[config.mk]
export PLATFORM = sky130hd
export DESIGN_NAME = rr_mux_arb
export DESIGN_NICKNAME = d
export VERILOG_FILES = /design/src/rtl/mux_pkg.sv /design/src/rtl/rr_pick.sv /design/src/rtl/rr_mux_arb.sv
export SDC_FILE = /design/constraint.sdc
export NUM_CORES = 1
export LEC_CHECK = 0
export BUFFER_PORTS_ARGS = -buffer_cell sky130_fd_sc_hd__clkbuf_2
export CAP_MARGIN = 20
export CORE_MARGIN = 2
export CORE_UTILIZATION = 55
export DETAILED_ROUTE_END_ITERATION = 7
export PLACE_DENSITY = 0.87
export SLEW_MARGIN = 20
export SYNTH_ARGS = -nofsm -noshare
export SYNTH_HDL_FRONTEND = slang
export SYNTH_SLANG_ARGS = --single-unit
export TNS_END_PERCENT = 20
[constraint.sdc]
create_clock -name clk -period 6.7 [get_ports clk]
set_input_delay 0.67 -clock clk [delete_from_list [all_inputs] [get_ports clk]]
set_output_delay 0.67 -clock clk [all_outputs]
set_load 0.02 [all_outputs]
[src/rtl/mux_pkg.sv]
// Shared types and defaults for the flow-controlled channel multiplexer.
package mux_pkg;

    typedef enum logic {
        MODE_SEL = 1'b0,
        MODE_RR  = 1'b1
    } mode_e;

    localparam int DEF_N_CH   = 8;
    localparam int DEF_DATA_W = 4;

endpackage

[src/rtl/rr_pick.sv]
// Rotate-and-find-first picker: the first requesting channel at or above ptr,
// wrapping at N_CH-1 back to 0.
module rr_pick
    import mux_pkg::*;
#(
    parameter int N_CH = DEF_N_CH,
    localparam int CH_W = $clog2(N_CH)
) (
    input  logic [N_CH-1:0] req,
    input  logic [CH_W-1:0] ptr,
    output logic            gnt_valid,
    output logic [CH_W-1:0] gnt_idx
);

    int idx;

    // Walk offsets from the far end so the smallest offset from ptr wins last.
    always_comb begin
        gnt_valid = 1'b0;
        gnt_idx   = '0;
        idx       = 0;
        for (int off = N_CH - 1; off >= 0; off--) begin
            idx = int'(ptr) + off;
            if (idx >= N_CH) begin
                idx = idx - N_CH;
            end
            if (req[idx]) begin
                gnt_valid = 1'b1;
                gnt_idx   = CH_W'(idx);
            end
        end
    end

endmodule

[src/rtl/rr_mux_arb.sv]
// N-channel multiplexer with direct-select or round-robin grant feeding a
// single registered valid/ready output stage.
module rr_mux_arb
    import mux_pkg::*;
#(
    parameter int N_CH   = DEF_N_CH,
    parameter int DATA_W = DEF_DATA_W,
    localparam int CH_W  = $clog2(N_CH)
) (
    input  logic                     clk,
    input  logic                     rst_n,
    input  logic                     mode,
    input  logic [CH_W-1:0]          sel,
    input  logic [N_CH-1:0]          in_valid,
    input  logic [N_CH*DATA_W-1:0]   in_data,
    output logic [N_CH-1:0]          in_ready,
    output logic                     out_valid,
    output logic [DATA_W-1:0]        out_data,
    output logic [CH_W-1:0]          out_ch,
    input  logic                     out_ready
);

    // Handshake: a word moves on a channel in any cycle where that channel's
    // valid and ready are both high at the rising edge; a producer keeps data
    // stable while valid is high and ready is low. The output side follows the
    // same rule with out_valid/out_ready.

    mode_e               mode_w;
    logic                rr_valid;
    logic [CH_W-1:0]     rr_idx;
    logic                sel_valid;
    logic                grant_valid;
    logic [CH_W-1:0]     grant_idx;
    logic [DATA_W-1:0]   grant_data;
    logic                load_en;
    logic                xfer;

    logic                out_valid_q, out_valid_d;
    logic [DATA_W-1:0]   out_data_q,  out_data_d;
    logic [CH_W-1:0]     out_ch_q,    out_ch_d;
    logic [CH_W-1:0]     ptr_q,       ptr_d;

    rr_pick #(.N_CH(N_CH)) u_pick (
        .req       (in_valid),
        .ptr       (ptr_q),
        .gnt_valid (rr_valid),
        .gnt_idx   (rr_idx)
    );

    // Comparing sel against every real index means an out-of-range sel never grants.
    always_comb begin
        sel_valid = 1'b0;
        for (int i = 0; i < N_CH; i++) begin
            if (in_valid[i] && (sel == CH_W'(i))) begin
                sel_valid = 1'b1;
            end
        end
    end

    always_comb begin
        mode_w      = mode_e'(mode);
        grant_valid = (mode_w == MODE_RR) ? rr_valid : sel_valid;
        grant_idx   = (mode_w == MODE_RR) ? rr_idx   : sel;
        load_en     = !out_valid_q || out_ready;
        xfer        = load_en && grant_valid;
    end

    always_comb begin
        in_ready   = '0;
        grant_data = '0;
        for (int i = 0; i < N_CH; i++) begin
            if (grant_idx == CH_W'(i)) begin
                in_ready[i] = rst_n && xfer;
                grant_data  = in_data[i*DATA_W +: DATA_W];
            end
        end
    end

    always_comb begin
        out_valid_d = out_valid_q;
        out_data_d  = out_data_q;
        out_ch_d    = out_ch_q;
        ptr_d       = ptr_q;
        if (xfer) begin
            out_valid_d = 1'b1;
            out_data_d  = grant_data;
            out_ch_d    = grant_idx;
            ptr_d       = (grant_idx == CH_W'(N_CH - 1)) ? '0 : grant_idx + CH_W'(1);
        end else if (out_ready) begin
            out_valid_d = 1'b0;
        end
    end

    always_ff @(posedge clk or negedge rst_n) begin
        if (!rst_n) begin
            out_valid_q <= 1'b0;
            out_data_q  <= '0;
            out_ch_q    <= '0;
            ptr_q       <= '0;
        end else begin
            out_valid_q <= out_valid_d;
            out_data_q  <= out_data_d;
            out_ch_q    <= out_ch_d;
            ptr_q       <= ptr_d;
        end
    end

    assign out_valid = out_valid_q;
    assign out_data  = out_data_q;
    assign out_ch    = out_ch_q;

endmodule

### Word level (Yosys, flattened, before mapping)

Cells that the tools add are included.
Widths: inputs -> output; s select.

| operators by class | value |
|---|---|
| $lt $le $gt $ge | 16 |
| div/mod/pow operators | 0 |
| reductions and logical operators | 15 |
| eq/ne operators | 14 |
| add/sub/neg operators | 16 |
| multiply operators | 0 |
| mux-type cells | 77 |
| shift operators | 0 |
| bitwise logic cells | 0 |

Operators by type and width:

| kind | number |
|---|---|
| $lt 32x5->1 const B | 8 |
| $mux 32 | 8 |
| $ge 32x5->1 const B | 7 |
| $sub 32x5->32 const B | 7 |
| $mux 1 | 43 |
| $mux 4 | 8 |
| $mux 3 | 10 |
| $bmux 1 s3 | 8 |
| $eq 3x3->1 const B | 8 |
| $add 3x3->4 const B | 4 |
| $eq 3x2->1 const B | 4 |
| $logic_and 1x1->1 | 10 |
| $add 3x2->4 const B | 2 |
| $eq 3x1->1 const B | 2 |
| $logic_not 3->1 | 2 |
| $sub 3x4->5 const B | 1 |
| $add 3x1->4 const B | 1 |
| $ge 3x4->1 const B | 1 |
| $add 3x1->3 const B | 1 |
| $reduce_bool 2->1 | 1 |
| $logic_not 1->1 | 1 |
| $logic_or 1x1->1 | 1 |

| storage, ports and cells | value |
|---|---|
| bits in writable memories | 0 |
| input port bits | 47 |
| output and inout port bits | 16 |
| register bits | 11 |
| bits in read-only memories | 0 |
| memories kept | 0 |
| word-level logic and storage cells | 142 |
| latch bits | 0 |

### Longest topological paths before layout

Gate-level depths: netlist of run 1.

| logic depth | value |
|---|---|
| depth in word-level cells | 24 |
| gate-level depth with buffers | 21 |

### Cells and area by module

From an unflattened synthesis of run 1, not the netlist that was laid out.

| second synthesis, totals | value |
|---|---|
| cell total of the unflattened synthesis | 211 |
| area, all modules | 1,820.5 um2 |

By module, submodules not included:

| module | cells each | area each (um2) | times used | sequential area each (um2) |
|---|---|---|---|---|
| rr_mux_arb | 121 | 1,038.5 | 1 | 275.3 |
| rr_pick | 90 | 782.0 | 1 | 0.0 |

### Worst setup path before layout of run 1

OpenSTA, ideal clock, no wires.

| timing path | value |
|---|---|
| path type | reg2out |
| start | reg ptr_q[0] |
| end | out in_ready[2] |
| arrival | 3.587 ns |
| path slack | 2.443 ns |
| cell stages (with the launch flop) | 16 |
| required time | 6.030 ns |
| path through | dfrtp_1 -> buf_6 -> buf_2 -> inv_1 -> ha_1 -> buf_2 -> mux4_2 -> mux2_2 -> a21oi_1 -> o221a_1 -> o21ai_1 -> a31oi_1 -> ha_1 -> clkbuf_1 -> clkbuf_1 -> and2_1 |

| on the way | value |
|---|---|
| elaborated cells on any way between the ends | 77 |
| classes of those cells | 15 x add/sub; 8 x order compare; 1 x eq/ne; 51 x mux; 2 x reduce/logical |

RTL lines:

| what | RTL line | source |
|---|---|---|
| from (decl) | rr_mux_arb.sv:41 | `logic [CH_W-1:0] ptr_q, ptr_d;` |
| from (signal assigned) | rr_mux_arb.sv:104 | `ptr_q <= ptr_d;` |
| $add 3x3->4 | rr_pick.sv:23 | `idx = int'(ptr) + off;` |
| $sub 32x5->32 / $ge 32x5->1 (equally long branches) | rr_pick.sv:25, rr_pick.sv:24 |  |
| $mux 32 | rr_pick.sv:24 | `if (idx >= N_CH) begin` |
| $bmux 1 s3 | rr_pick.sv:27 | `if (req[idx]) begin` |
| $mux 1 (not written as such) (2 in a row) | rr_pick.sv:27 |  |
| $mux 3 (7 in a row) | rr_pick.sv:27 |  |
| $mux 3 (*) | rr_pick.sv:27 |  |
| $mux 3 (*) | rr_mux_arb.sv:63 | `grant_idx = (mode_w == MODE_RR) ? rr_idx : sel;` |
| named net grant_idx[1] | rr_mux_arb.sv:33 | `logic [CH_W-1:0] grant_idx;` |
| $eq 3x2->1 (*) | rr_mux_arb.sv:72 | `if (grant_idx == CH_W'(i)) begin` |
| $mux 1 (*) | rr_mux_arb.sv:72 |  |
| to (decl) | rr_mux_arb.sv:16 | `output logic [N_CH-1:0] in_ready,` |

The timed path passes the listed nets; every way through them passes the cells marked *. The select of a mux whose other input is x is not followed.

### Final worst setup path of run 1

| timing path | value |
|---|---|
| start | reg ptr_q[0] |
| end | out in_ready[3] |

The elaborated chain is that of the path after synthesis.

==> results of run 1 <==
-- per-stage QoR --
stage	hold WS, ns	worst slack (ns)	power, W	utilization, %
floorplan	0.374	2.44	0.000820	-
global placement	0.479	1.84	0.000965	67.6
detailed placement	0.489	1.68	0.000984	67.6
CTS	0.281	1.49	0.00103	68.5
global route	0.295	1.08	0.00113	68.5
finish	0.276	1.47	0.00105	68.5
-- state kept, by name, summed over array words and instances (netlist names) --
register / cells
ptr_q: 3
out_valid: 1
out_data: 4
out_ch: 3
-- synth_stat cells, types with 7 or more instances --
cell type	instances
o21ai_0	8
nor2_1	24
dfrtp_1	11
nand2_1	14
a22oi_1	9
mux4_2	14
buf_2	7
mux2i_1	9
inv_1	11
ha_1	7
a21oi_1	7
-- cell type report --
type | instances | area (um^2) | area share (%)
well taps | 44 | 55.1 | 2.59
flip-flops and latches | 11 | 275 | 13.0
inverters | 11 | 41.3 | 1.94
multi-input cells | 167 | 1420 | 66.7
clock buffers | 4 | 26.3 | 1.24
repair buffers | 62 | 310 | 14.6
-- worst max-delay path by stage --
stage	from	slack (ns)	to	cells after the start
CTS	ptr_q[0]$_DFFE_PN0P_	1.49	in_ready[3]	12
detailed placement	ptr_q[0]$_DFFE_PN0P_	1.68	out_data[0]$_DFFE_PN0P_	16
global placement	ptr_q[0]$_DFFE_PN0P_	1.84	out_data[0]$_DFFE_PN0P_	16
global route	ptr_q[0]$_DFFE_PN0P_	1.08	in_ready[3]	12
finish	ptr_q[0]$_DFFE_PN0P_	1.47	in_ready[3]	12
floorplan	ptr_q[0]$_DFFE_PN0P_	2.44	in_ready[2]	15
-- worst max-delay path: cells and delay by family (launching register included) --
family / cells / cell delay (ns)
fa+ha+maj: 3 / 1.17
flops: 1 / 0.84
compound gates: 3 / 0.78
mux: 2 / 0.75
buf+inv: 3 / 0.54
simple gates: 1 / 0.19
-- power breakdown --
group          internal (W)   total, W  switching [W]
registers         0.0000969   0.000157      0.0000602
clock network     0.0000231  0.0000443      0.0000212
logic              0.000363   0.000844       0.000481
-- per-layer routing --
| layer | track usage [%] | vias to the layer above | share of wire [%] |
|---|---|---|---|
| met1 | 34.7 | 908 | 38 |
| li1 | - | 891 | - |
| met3 | 3.78 | 12 | 8.0 |
| met2 | 48.5 | 95 | 51 |
| met4 | 7.60 | 0 | 2.2 |
| met5 | 0 | - | 0 |
-- cell families after synthesis --
logic type	share of synthesized area [%]
AOI/OAI and AO/OA	27.8
xor gates and xnor gates	0.964
adders and majority gates	4.82
buffers and inverters	6.89
DFF	15.2
muxes	26.0
and+or+nand+nor	18.4
==> flow_results.xml, run 1 <==
<?xml version="1.0" encoding="UTF-8"?>
<metrics>
  <group name="status">
    <metric name="status" unit="">finished, final reports clean</metric>
  </group>
  <group name="floorplanning">
    <metric name="floorplan.core_area" unit="mm^2">0.00310</metric>
    <metric name="fp-row-count" unit="">20</metric>
    <metric name="initial_core_util" unit="%">58.5</metric>
    <metric name="floorplan.die.height" unit="um">61.5</metric>
    <metric name="ioPinCount" unit="">63</metric>
    <metric name="design.die.area" unit="mm^2">0.00378</metric>
    <metric name="die_width" unit="um">61.5</metric>
  </group>
  <group name="clock_network">
    <metric name="clock_insertion_delay_worst_skew" unit="ns">0.27</metric>
    <metric name="htree_levels" unit="">1</metric>
    <metric name="cts-resized-gates" unit="">0</metric>
    <metric name="cts_buffer_depth" unit="">2</metric>
    <metric name="post-cts-setup-buffers" unit="">0</metric>
    <metric name="cts_buffers" unit="">3</metric>
    <metric name="cts_tree" unit="">yes</metric>
    <metric name="clock_slew_at_the_register_clock_pins_of_the_worst_setup_and_hold_paths" unit="ns">0.06</metric>
    <metric name="cts-hold-fix-buffers" unit="">0</metric>
    <metric name="cts.root.buffer_cell" unit="">clkbuf_4</metric>
    <metric name="clock_sinks" unit="">11</metric>
  </group>
  <group name="logic_synthesis">
    <metric name="synth_cell_type_count" unit="">45</metric>
    <metric name="yosys_register_bits" unit="">11</metric>
    <metric name="mappedNetlistNets" unit="">259</metric>
    <metric name="synth-edff-count" unit="">0</metric>
    <metric name="ys_async_sr_fraction" unit="%">100</metric>
    <metric name="synthesis.area" unit="mm^2">0.00182</metric>
    <metric name="synth_area_leader_cell" unit="">mux4_2</metric>
    <metric name="avgSynthCellArea" unit="um^2">8.86</metric>
    <metric name="yosysSeqAreaShare" unit="%">15.2</metric>
    <metric name="synth.area.top_cells" unit="">mux4_2, dfrtp_1, mux2i_1, nor2_1, ha_1</metric>
    <metric name="dominantRegCellSynth" unit="">dfrtp_1</metric>
    <metric name="yosys_warnings" unit="">0</metric>
    <metric name="postSynthCellCount" unit="">205</metric>
    <metric name="yosys.area.top_type_share" unit="%">17.4</metric>
  </group>
  <group name="power_and_ir_drop">
    <metric name="vdd_ir_drop_max" unit="V">0.000281</metric>
    <metric name="p_per_area" unit="mW/mm^2">492</metric>
    <metric name="p_leak" unit="nW">0.933</metric>
  </group>
  <group name="timing">
    <metric name="finalSetupViolations" unit="">0</metric>
    <metric name="maxClockFrequency" unit="GHz">0.191</metric>
    <metric name="grt_setup_unrepaired" unit="">no</metric>
    <metric name="final-max-slew-violation-count" unit="">0</metric>
    <metric name="min_period_over_period" unit="%">78.1</metric>
    <metric name="slew_at_the_pin_closest_to_its_max_slew_limit" unit="ns">0.774</metric>
    <metric name="period_needed" unit="ns">5.23</metric>
    <metric name="hold_viol_final" unit="">0</metric>
    <metric name="timing.slew.headroom" unit="%">48.4</metric>
    <metric name="finClkSkew" unit="ns">0.00171</metric>
    <metric name="tns" unit="ns">0</metric>
  </group>
  <group name="setup_path">
    <metric name="critical_path.startpoint_type" unit="">flip-flop</metric>
    <metric name="critical_path.max_fanout" unit="">19</metric>
    <metric name="rr_worst_depth" unit="">16</metric>
    <metric name="crit_chain" unit="">inv_1 &gt; ha_1 &gt; mux4_2 &gt; mux2_2 &gt; o21ai_1 &gt; a2111oi_0 &gt; a211oi_1 &gt; inv_1 &gt; ha_1 &gt; ha_1 &gt; and3_1 &gt; clkbuf_2</metric>
    <metric name="critical_path.slowest_cell" unit="">dfrtp_1</metric>
    <metric name="reg2reg_to" unit="">out_data[0]$_DFFE_PN0P_</metric>
    <metric name="r2r-start" unit="">ptr_q[0]$_DFFE_PN0P_</metric>
    <metric name="path_class" unit="">flip-flop to output port</metric>
    <metric name="critical_path.max_stage_delay" unit="ns">0.84</metric>
    <metric name="worstPathArrival" unit="ns">4.56</metric>
    <metric name="setup_slack_of_the_worst_register_to_register_path" unit="ns">1.62</metric>
    <metric name="critical_path.most_common_cell" unit="">ha_1</metric>
    <metric name="crit_path_end_kind" unit="">output port</metric>
    <metric name="timing.critical_path.required" unit="ns">6.03</metric>
  </group>
  <group name="placement">
    <metric name="dpl.hpwl" unit="mm">3.91</metric>
    <metric name="placed_cells" unit="">295</metric>
    <metric name="port_buffers" unit="">62</metric>
    <metric name="gp_congestion" unit="">1.09</metric>
    <metric name="placedInstanceArea" unit="mm^2">0.00210</metric>
  </group>
  <group name="drt">
    <metric name="post_drt_via_cell_ratio" unit="">6.37</metric>
    <metric name="routed-via-count" unit="">1906</metric>
    <metric name="antenna_violating_nets_post_route" unit="">0</metric>
    <metric name="drt-wirelength-per-cell" unit="um">16.5</metric>
    <metric name="wl" unit="mm">4.93</metric>
    <metric name="drcViolationCount" unit="">0</metric>
    <metric name="dr.first_iter.drc_count" unit="">236</metric>
    <metric name="firstDrtPassIters" unit="">4</metric>
  </group>
  <group name="grt">
    <metric name="first_global_vias" unit="">1750</metric>
    <metric name="global_route_wire_length_before_repair" unit="mm">7.82</metric>
    <metric name="grt_antenna_before_repair" unit="">0</metric>
    <metric name="grt_start_max_net_pins" unit="">23</metric>
    <metric name="track_usage" unit="%">27.3</metric>
    <metric name="grt_overflow_total" unit="">0</metric>
  </group>
  <group name="job">
    <metric name="timing.max_cap.violations" unit="">0</metric>
  </group>
  <group name="cells_and_area">
    <metric name="num-fill-cells" unit="">287</metric>
    <metric name="layout-area-overhead-vs-synth" unit="%">16.9</metric>
    <metric name="layout_common_cells" unit="">clkbuf_2, nor2_1, mux4_2, nand2_1</metric>
    <metric name="nNetsFinal" unit="">310</metric>
    <metric name="drive_above_1_share" unit="%">36.9</metric>
    <metric name="antenna_cells_inserted" unit="">0</metric>
    <metric name="fin_area" unit="mm^2">0.00212</metric>
    <metric name="most_common_library_cell_in_the_layout_ignoring_fill_and_taps" unit="">clkbuf_2</metric>
    <metric name="stdcell_count" unit="">299</metric>
  </group>
  <group name="hold_path">
    <metric name="worst_hold_path_type" unit="">primary input to async pin</metric>
  </group>
</metrics>
No activity file was read; power rests on OpenSTA's default activity.
==> run 2: changes to the inputs <==
Settings changed: CORE_UTILIZATION 55 to 46, PLACE_DENSITY 0.87 to 0.77.
Clock period 6.7 ns to 4.5 ns, I/O delays scaled along.
==> run 2 against run 1 <==
Compared with the run above:
- combinational power rose by 59%
- core utilization fell by 9.1 points
- largest cell class unchanged
- clock power increased by 120%
- routed wire length grew 2.8%
- highest routed layer unchanged
- largest power group unchanged
- sequential share of layout area shrank 0.47 points
==> flow_results.xml, run 2 (synthesis results as in run 1) <==
<?xml version="1.0" encoding="UTF-8"?>
<metrics>
  <group name="drt">
    <metric name="firstDrtPassIters" unit="">5</metric>
    <metric name="post_drt_via_cell_ratio" unit="">6.28</metric>
    <metric name="dr.first_iter.drc_count" unit="">188</metric>
    <metric name="routed-via-count" unit="">1940</metric>
    <metric name="drt-wirelength-per-cell" unit="um">16.4</metric>
    <metric name="drcViolationCount" unit="">0</metric>
    <metric name="wl" unit="mm">5.07</metric>
    <metric name="antenna_violating_nets_post_route" unit="">0</metric>
  </group>
  <group name="floorplanning">
    <metric name="die_width" unit="um">66.8</metric>
    <metric name="fp-row-count" unit="">22</metric>
    <metric name="design.die.area" unit="mm^2">0.00447</metric>
    <metric name="initial_core_util" unit="%">48.9</metric>
    <metric name="floorplan.die.height" unit="um">66.8</metric>
    <metric name="ioPinCount" unit="">63</metric>
    <metric name="floorplan.core_area" unit="mm^2">0.00372</metric>
  </group>
  <group name="cells_and_area">
    <metric name="num-fill-cells" unit="">330</metric>
    <metric name="ff_latch_area" unit="um^2">275</metric>
    <metric name="antenna_cells_inserted" unit="">0</metric>
    <metric name="largest_register_ffs" unit="">4</metric>
    <metric name="drive_above_1_share" unit="%">39.5</metric>
    <metric name="nNetsFinal" unit="">316</metric>
    <metric name="multi_input_comb_area" unit="mm^2">0.00143</metric>
    <metric name="most_common_library_cell_in_the_layout_ignoring_fill_and_taps" unit="">clkbuf_2</metric>
    <metric name="layout_common_cells" unit="">clkbuf_2, nor2_1, mux4_2, nand2_1</metric>
    <metric name="stdcell_count" unit="">309</metric>
    <metric name="layout-area-overhead-vs-synth" unit="%">21.3</metric>
  </group>
  <group name="grt">
    <metric name="grt_start_max_net_pins" unit="">22</metric>
    <metric name="grt_antenna_before_repair" unit="">0</metric>
    <metric name="grt_overflow_total" unit="">0</metric>
    <metric name="track_usage" unit="%">23.4</metric>
    <metric name="global_route_wire_length_before_repair" unit="mm">8.04</metric>
    <metric name="first_global_vias" unit="">1724</metric>
  </group>
  <group name="timing">
    <metric name="maxClockFrequency" unit="GHz">0.238</metric>
    <metric name="min_period_over_period" unit="%">93.5</metric>
    <metric name="hold_viol_final" unit="">0</metric>
    <metric name="finalSetupViolations" unit="">0</metric>
    <metric name="tns" unit="ns">0</metric>
    <metric name="timing.slew.headroom" unit="%">61.8</metric>
    <metric name="final-max-slew-violation-count" unit="">0</metric>
    <metric name="slew_at_the_pin_closest_to_its_max_slew_limit" unit="ns">0.573</metric>
    <metric name="period_needed" unit="ns">4.21</metric>
    <metric name="finClkSkew" unit="ns">0.00225</metric>
    <metric name="grt_setup_unrepaired" unit="">no</metric>
  </group>
  <group name="hold_path">
    <metric name="worst_hold_path_type" unit="">primary input to async pin</metric>
  </group>
  <group name="job">
    <metric name="timing.max_cap.violations" unit="">0</metric>
  </group>
  <group name="placement">
    <metric name="gp_congestion" unit="">0.996</metric>
    <metric name="dpl.hpwl" unit="mm">3.95</metric>
    <metric name="port_buffers" unit="">62</metric>
    <metric name="placed_cells" unit="">305</metric>
  </group>
  <group name="setup_path">
    <metric name="critical_path.slowest_cell" unit="">mux2_2</metric>
    <metric name="timing.critical_path.required" unit="ns">4.05</metric>
    <metric name="critical_path.most_common_cell" unit="">ha_1</metric>
    <metric name="path_class" unit="">flip-flop to output port</metric>
    <metric name="rr_worst_depth" unit="">17</metric>
    <metric name="critical_path.max_fanout" unit="">18</metric>
    <metric name="crit_path_end_kind" unit="">output port</metric>
    <metric name="critical_path.max_stage_delay" unit="ns">0.42</metric>
    <metric name="crit_chain" unit="">buf_4 &gt; ha_2 &gt; xor2_1 &gt; mux2_2 &gt; a21oi_1 &gt; o221a_1 &gt; o21ai_1 &gt; a31oi_2 &gt; ha_1 &gt; ha_1 &gt; and3_1 &gt; clkbuf_2</metric>
    <metric name="critical_path.startpoint_type" unit="">flip-flop</metric>
    <metric name="worstPathArrival" unit="ns">3.76</metric>
  </group>
  <group name="clock_network">
    <metric name="clock_sinks" unit="">11</metric>
    <metric name="post-cts-setup-buffers" unit="">0</metric>
    <metric name="cts.root.buffer_cell" unit="">clkbuf_8</metric>
    <metric name="htree_levels" unit="">1</metric>
    <metric name="cts_buffer_depth" unit="">2</metric>
    <metric name="cts_buffers" unit="">3</metric>
    <metric name="clock_slew_at_the_register_clock_pins_of_the_worst_setup_and_hold_paths" unit="ns">0.05</metric>
    <metric name="clock_insertion_delay_worst_skew" unit="ns">0.23</metric>
    <metric name="cts-hold-fix-buffers" unit="">0</metric>
    <metric name="cts_tree" unit="">yes</metric>
  </group>
  <group name="power_and_ir_drop">
    <metric name="vdd_ir_drop_max" unit="V">0.000465</metric>
    <metric name="p_per_area" unit="mW/mm^2">735</metric>
    <metric name="p_leak" unit="nW">0.969</metric>
  </group>
  <group name="status">
    <metric name="status" unit="">finished, final reports clean</metric>
  </group>
</metrics>
[run 2: final cells by class]
type	count	share of cell area (%)
Multi-Input combinational cell	167	64.8
Timing Repair Buffer	68	16.1
Sequential cell	11	12.5
Tap cell	48	2.72
Clock buffer	4	2.04
Inverter	11	1.87
[run 2: critical path: cells and delay by family (launching register included)]
| family | cells | cell delay (ns) |
|---|---|---|
| adder cells (fa/ha/maj) | 3 | 1.08 |
| AO/OA/AOI/OAI | 4 | 0.69 |
| buffers and inverters | 2 | 0.44 |
| multiplexers | 1 | 0.42 |
| XOR/XNOR | 1 | 0.34 |
| flip-flops | 1 | 0.33 |
| AND/OR/NAND/NOR | 1 | 0.21 |
[run 2: where the power goes]
group	leakage, nW	internal (W)	switching [W]
combinational	0.821	0.000572	0.000763
clock	0.0228	0.0000620	0.0000346
sequential	0.126	0.000146	0.0000442
total	0.969	0.000779	0.000842
[run 2: timing repair]
| action | in CTS | in global routing |
|---|---|---|
| gates resized for setup | 0 | 3 |
| setup endpoints to repair | 0 | 8 |
| hold endpoints to repair | 0 | 0 |
[run 2: stage by stage]
step / instance area, um^2 / utilization [%] / setup slack, ns / total power (W) / hold slack, ns
3_5_place_dp: 2150 / 57.8 / 0.333 / 0.00150 / 0.349
2_1_floorplan: 1820 / - / 0.463 / 0.00122 / 0.154
4_1_cts: 2190 / 59.0 / 0.150 / 0.00160 / 0.0938
5_1_grt: 2200 / 59.3 / 0.0201 / 0.00177 / 0.105
6_report: 2200 / 59.3 / 0.292 / 0.00162 / 0.0898
3_3_place_gp: 2150 / 57.8 / 0.434 / 0.00148 / 0.349
[run 2: final timing paths]
path                                       start  slack, ns                      end
setup / recovery            ptr_q[0]$_DFFE_PN0P_       0.29              in_ready[3]
hold / removal                             rst_n       0.09  out_data[1]$_DFFE_PN0P_
setup reg to reg            ptr_q[0]$_DFFE_PN0P_       0.65  out_data[3]$_DFFE_PN0P_
hold reg to reg            out_ch[1]$_DFFE_PN0P_       0.49    out_ch[1]$_DFFE_PN0P_
max in group asynchronous                  rst_n       4.19    out_ch[0]$_DFFE_PN0P_
min in group clk           out_ch[1]$_DFFE_PN0P_       0.49    out_ch[1]$_DFFE_PN0P_
[run 2: routing by layer]
metal	up-vias	wire length, um	track usage [%]
met1	904	2080	31.7
met4	0	78	6.12
met2	114	2470	38.3
li1	908	-	-
met5	-	0	0
met3	14	440	4.22
